## config.mk

```make
export PLATFORM = sky130hd
export DESIGN_NAME = pri_encoder_ctrl
export DESIGN_NICKNAME = d
export VERILOG_FILES = /design/src/rtl/pri_encoder_ctrl.sv
export SDC_FILE = /design/constraint.sdc
export NUM_CORES = 1
export LEC_CHECK = 0
export ABC_AREA = 1
export CAP_MARGIN = 5
export CORE_UTILIZATION = 51
export DETAILED_ROUTE_END_ITERATION = 10
export PLACE_DENSITY_LB_ADDON = 0.25
export SETUP_SLACK_MARGIN = 0.02
export SYNTH_ARGS = -nofsm -noshare
export SYNTH_HDL_FRONTEND = slang
export SYNTH_SLANG_ARGS = --single-unit
```

## constraint.sdc

```tcl
create_clock -name clk -period 2.05 [get_ports clk]
set_clock_uncertainty 0.1 [all_clocks]
set_input_delay 0.3075 -clock clk [delete_from_list [all_inputs] [get_ports clk]]
set_output_delay 0.3075 -clock clk [all_outputs]
set_load 0.01 [all_outputs]
```

## src/rtl/pri_encoder_ctrl.sv

```systemverilog
// Edge-captured 8-input priority encoder with ack handshake, enable gating,
// cascade enable-out and a sticky overflow flag for lost request edges.
module pri_encoder_ctrl (
    input  logic       clk,
    input  logic       rst_n,
    input  logic [7:0] _I,
    input  logic       _EI,
    input  logic       ack,
    input  logic       clr,
    output logic [2:0] A,
    output logic       valid,
    output logic       _GS,
    output logic       _EO,
    output logic       ovf
);

    logic [7:0] s1_q, s1_d;
    logic [7:0] prev_q, prev_d;
    logic [7:0] pending_q, pending_d;
    logic       ovf_q, ovf_d;

    logic [7:0] reqEdge;
    logic [7:0] capture;
    logic [7:0] ackMask;
    logic [2:0] topIdx;
    logic       anyPending;
    logic       ovfEvent;

    // Highest set pending bit wins because the loop visits bits in ascending order.
    always_comb begin
        topIdx = 3'd7;
        for (int i = 0; i < 8; i++) begin
            if (pending_q[i]) begin
                topIdx = i[2:0];
            end
        end
    end

    assign anyPending = |pending_q;

    always_comb begin
        valid = 1'b0;
        _GS   = 1'b1;
        _EO   = 1'b1;
        A     = 3'b111;
        if (!_EI) begin
            if (anyPending) begin
                valid = 1'b1;
                _GS   = 1'b0;
                A     = topIdx;
            end else begin
                _EO   = 1'b0;
            end
        end
    end

    assign ovf = ovf_q;

    // A falling request line shows up as prev=1, s1=0; ack only counts while a code is shown.
    always_comb begin
        reqEdge = prev_q & ~s1_q;
        capture = _EI ? 8'h00 : reqEdge;
        ackMask = 8'h00;
        if (valid && ack) begin
            ackMask = 8'h01 << topIdx;
        end
        ovfEvent  = |(capture & pending_q & ~ackMask);
        pending_d = (pending_q & ~ackMask) | capture;
        ovf_d     = ovfEvent | (ovf_q & ~clr);
        s1_d      = _I;
        prev_d    = s1_q;
    end

    // Resetting s1 to all-ones makes a line held low at release look like a fresh edge.
    always_ff @(posedge clk or negedge rst_n) begin
        if (!rst_n) begin
            s1_q      <= 8'hFF;
            prev_q    <= 8'hFF;
            pending_q <= 8'h00;
            ovf_q     <= 1'b0;
        end else begin
            s1_q      <= s1_d;
            prev_q    <= prev_d;
            pending_q <= pending_d;
            ovf_q     <= ovf_d;
        end
    end

endmodule
```

==> results.toml <==
[pwr]
power_density_nw_per_um2 = 727
leakage_nw = 0.755
peakVddDrop_mv = 0.652

[synth]
synth.distinct_cells = 17
synth.top_cell.area_share_pct = 35.9
synth_warnings = 0
yosysSeqAreaShare_pct = 55.1
netlist_top_cells_area = "dfstp_2 (36%), dfrtp_1 (19%), nand2_1 (17%)"
netlist_top_cells_count = "nand2_1 (52), nor2_1 (17), dfstp_2 (16)"
synthesis.nets = 151
ys.flop_type = "dfstp_2"
synthCells = 138
synth_top_area_cell = "dfstp_2"
ys_ff_latch = 25
synth_edf_count = 0
async_flop_share_pct = 100
post_synth.cell_area_avg_um2 = 8.49
syn-cell-area_um2 = 1170
synth.most_common_cell = "nand2_1"

[global_route]
grt_max_degree = 26
antenna_found_initial = 0
grt_pass1_vias = 930
grt_util_all_layers_pct = 18.8
gr-total-overflow = 0
grt_pass1_wl_um = 3610

[placement]
dp_slack_ns = -0.0100
io_buffers = 19
gp_congestion = 0.886
placed_cells = 189
place_area_um2 = 1430
dp_hpwl_um = 1510

[sta]
fmax_ghz = 0.504
drv_slew = 0
finalSetupViolations = 0
tightest_slew_ns = 0.287
min_period_over_period_pct = 96.8
rsz0062_at_grt = "true"
hold_violations = 0
setup_ws_ns = 0.0660
maxSlewHeadroom_pct = 80.9
tns_ns = 0
fin_crit_ns = 1.98

[finish]
instances_no_fill = 201
drive_above_1_share_pct = 31.6
utilization_pct = 73.7
nNetsFinal = 188
n_antenna_cell = 0
stdcell_area_um2 = 1520
area_delta_synth_final_pct = 29.7

[critical_path]
crit_path_end = "_GS"
reg2reg_depth = 12
r2r_slack_ns = 0.32
cpMostUsedCell = "buf_4"
critPathRequiredTime_ns = 1.64
reg2reg_to = "ovf"
crit_chain = "buf_4 -> nor2_2 -> nand2_2 -> o21ai_2 -> buf_4 -> dlygate4sd2_1"
start_kind = "flip-flop"
cp-end-kind = "output port"
crit_type = "flip-flop to output port"
critical-path-max-stage-delay_ns = 0.41
crit_start = "pending_q[1]"
crit_slowest_cell = "dfrtp_1"
critical_path_arrival_ns = 1.58
cp_max_fo = 3
r2r-start = "pending_q[7]"

[routing]
initialDrtViolationCount = 13
drt-vias-per-instance = 4.60
first_pass_iters = 4
drtAntennaViolNets = 0
routed_wl_um = 2030
wire_per_inst_um = 10.1
vias = 924
drc = 0

[clock_tree]
ctsHtreeMaxLevel = 1
cts_tree = "built"
root_buffer = "clkbuf_4"
clk_latency_ns = 0.30
path_clk_slew_ns = 0.12
cts_inserted_buffers = 3
clk_path_buf_depth = 2
clkSinkCount = 25

[floorplan]
rows = 16
io-pin-count = 20
core_um2 = 2060
die_w_um = 49.9
dieArea_um2 = 2490
start_util_pct = 56.8
die_h_um = 49.9

[run]
max_cap_viol_count = 0

[worst_hold_path]
min_path_type = "input pin to asynchronous set/reset pin"

[status]
status = "completed"
-- critical path: cells and delay by family (launching register included) --
| family | cells | cell delay (ns) |
|---|---|---|
| and+or+nand+nor | 2 | 0.19 |
| AOI/OAI and AO/OA | 1 | 0.14 |
| buffers and inverters | 3 | 0.53 |
| DFF | 1 | 0.41 |
-- timing repair --
item,in CTS,in global routing
resized for setup,9,5
setup endpoints to repair,6,2
pin swaps,4,1
buffers inserted,5,3
gates cloned,0,0
endpoints found under the hold margin,0,0
hold buffers,0,0
-- area by class of cell --
type,count,area (µm²)
fillers,160,543
well taps,27,33.8
inverters,19,71.3
flip-flops and latches,25,646
clock buffers,3,22.5
clock inverters,1,5.00
multi-input cells,93,455
repair buffers,33,285
-- report_power, final --
group	switching, mW	internal [mW]
combinational	0.166	0.143
sequential	0.0411	0.553
clock	0.128	0.0727
total	0.336	0.768
-- kinds of logic after synthesis --
family,count (synthesis),synth area share (%)
flip-flops,25,55.1
buffers and inverters,20,7.26
AND/OR/NAND/NOR,90,35.0
AO/OA/AOI/OAI,3,2.56
-- worst min-delay path by stage --
stage / from / end / slack, ns
6_report: rst_n / pending_q[2] / 0.24
5_1_grt: rst_n / pending_q[2] / 0.24
4_1_cts: rst_n / pending_q[2] / 0.24
3_5_place_dp: prev_d[3] / prev_q[3] / 0.26
3_3_place_gp: prev_d[0] / prev_q[0] / 0.26
2_1_floorplan: rst_n / ovf / -0.09
-- state kept, by name, summed over array words and instances, names as in the netlist --
register and count:
ovf 1, pending_q 8, prev_d 8, prev_q 8
-- per-layer routing --
metal	vias to the layer above	track usage, %	share of wire (%)
met4	0	5.71	0.79
met1	420	24.5	44
met2	19	32.2	52
met3	2	2.78	2.8
li1	483	-	-
met5	-	0	0
-- layout by cell type, fill, tap and decap left out, types with 5 or more instances in the layout --
master and n:
buf_4 14, nor2_4 5, nor2_2 5, nor2_1 15, nand3_1 8, dfstp_2 16
clkdlybuf4s50_1 13, dfrtp_1 9, nand2_1 50, inv_1 15
-- stage by stage --
| step | total power, mW | hold WS, ns |
|---|---|---|
| after floorplan | 0.764 | -0.0881 |
| after global placement | 0.858 | 0.255 |
| after detailed placement | 0.867 | 0.257 |
| after CTS | 1.10 | 0.239 |
| after global routing | 1.18 | 0.237 |
| final | 1.10 | 0.238 |
(Power assumes the default switching activity.)
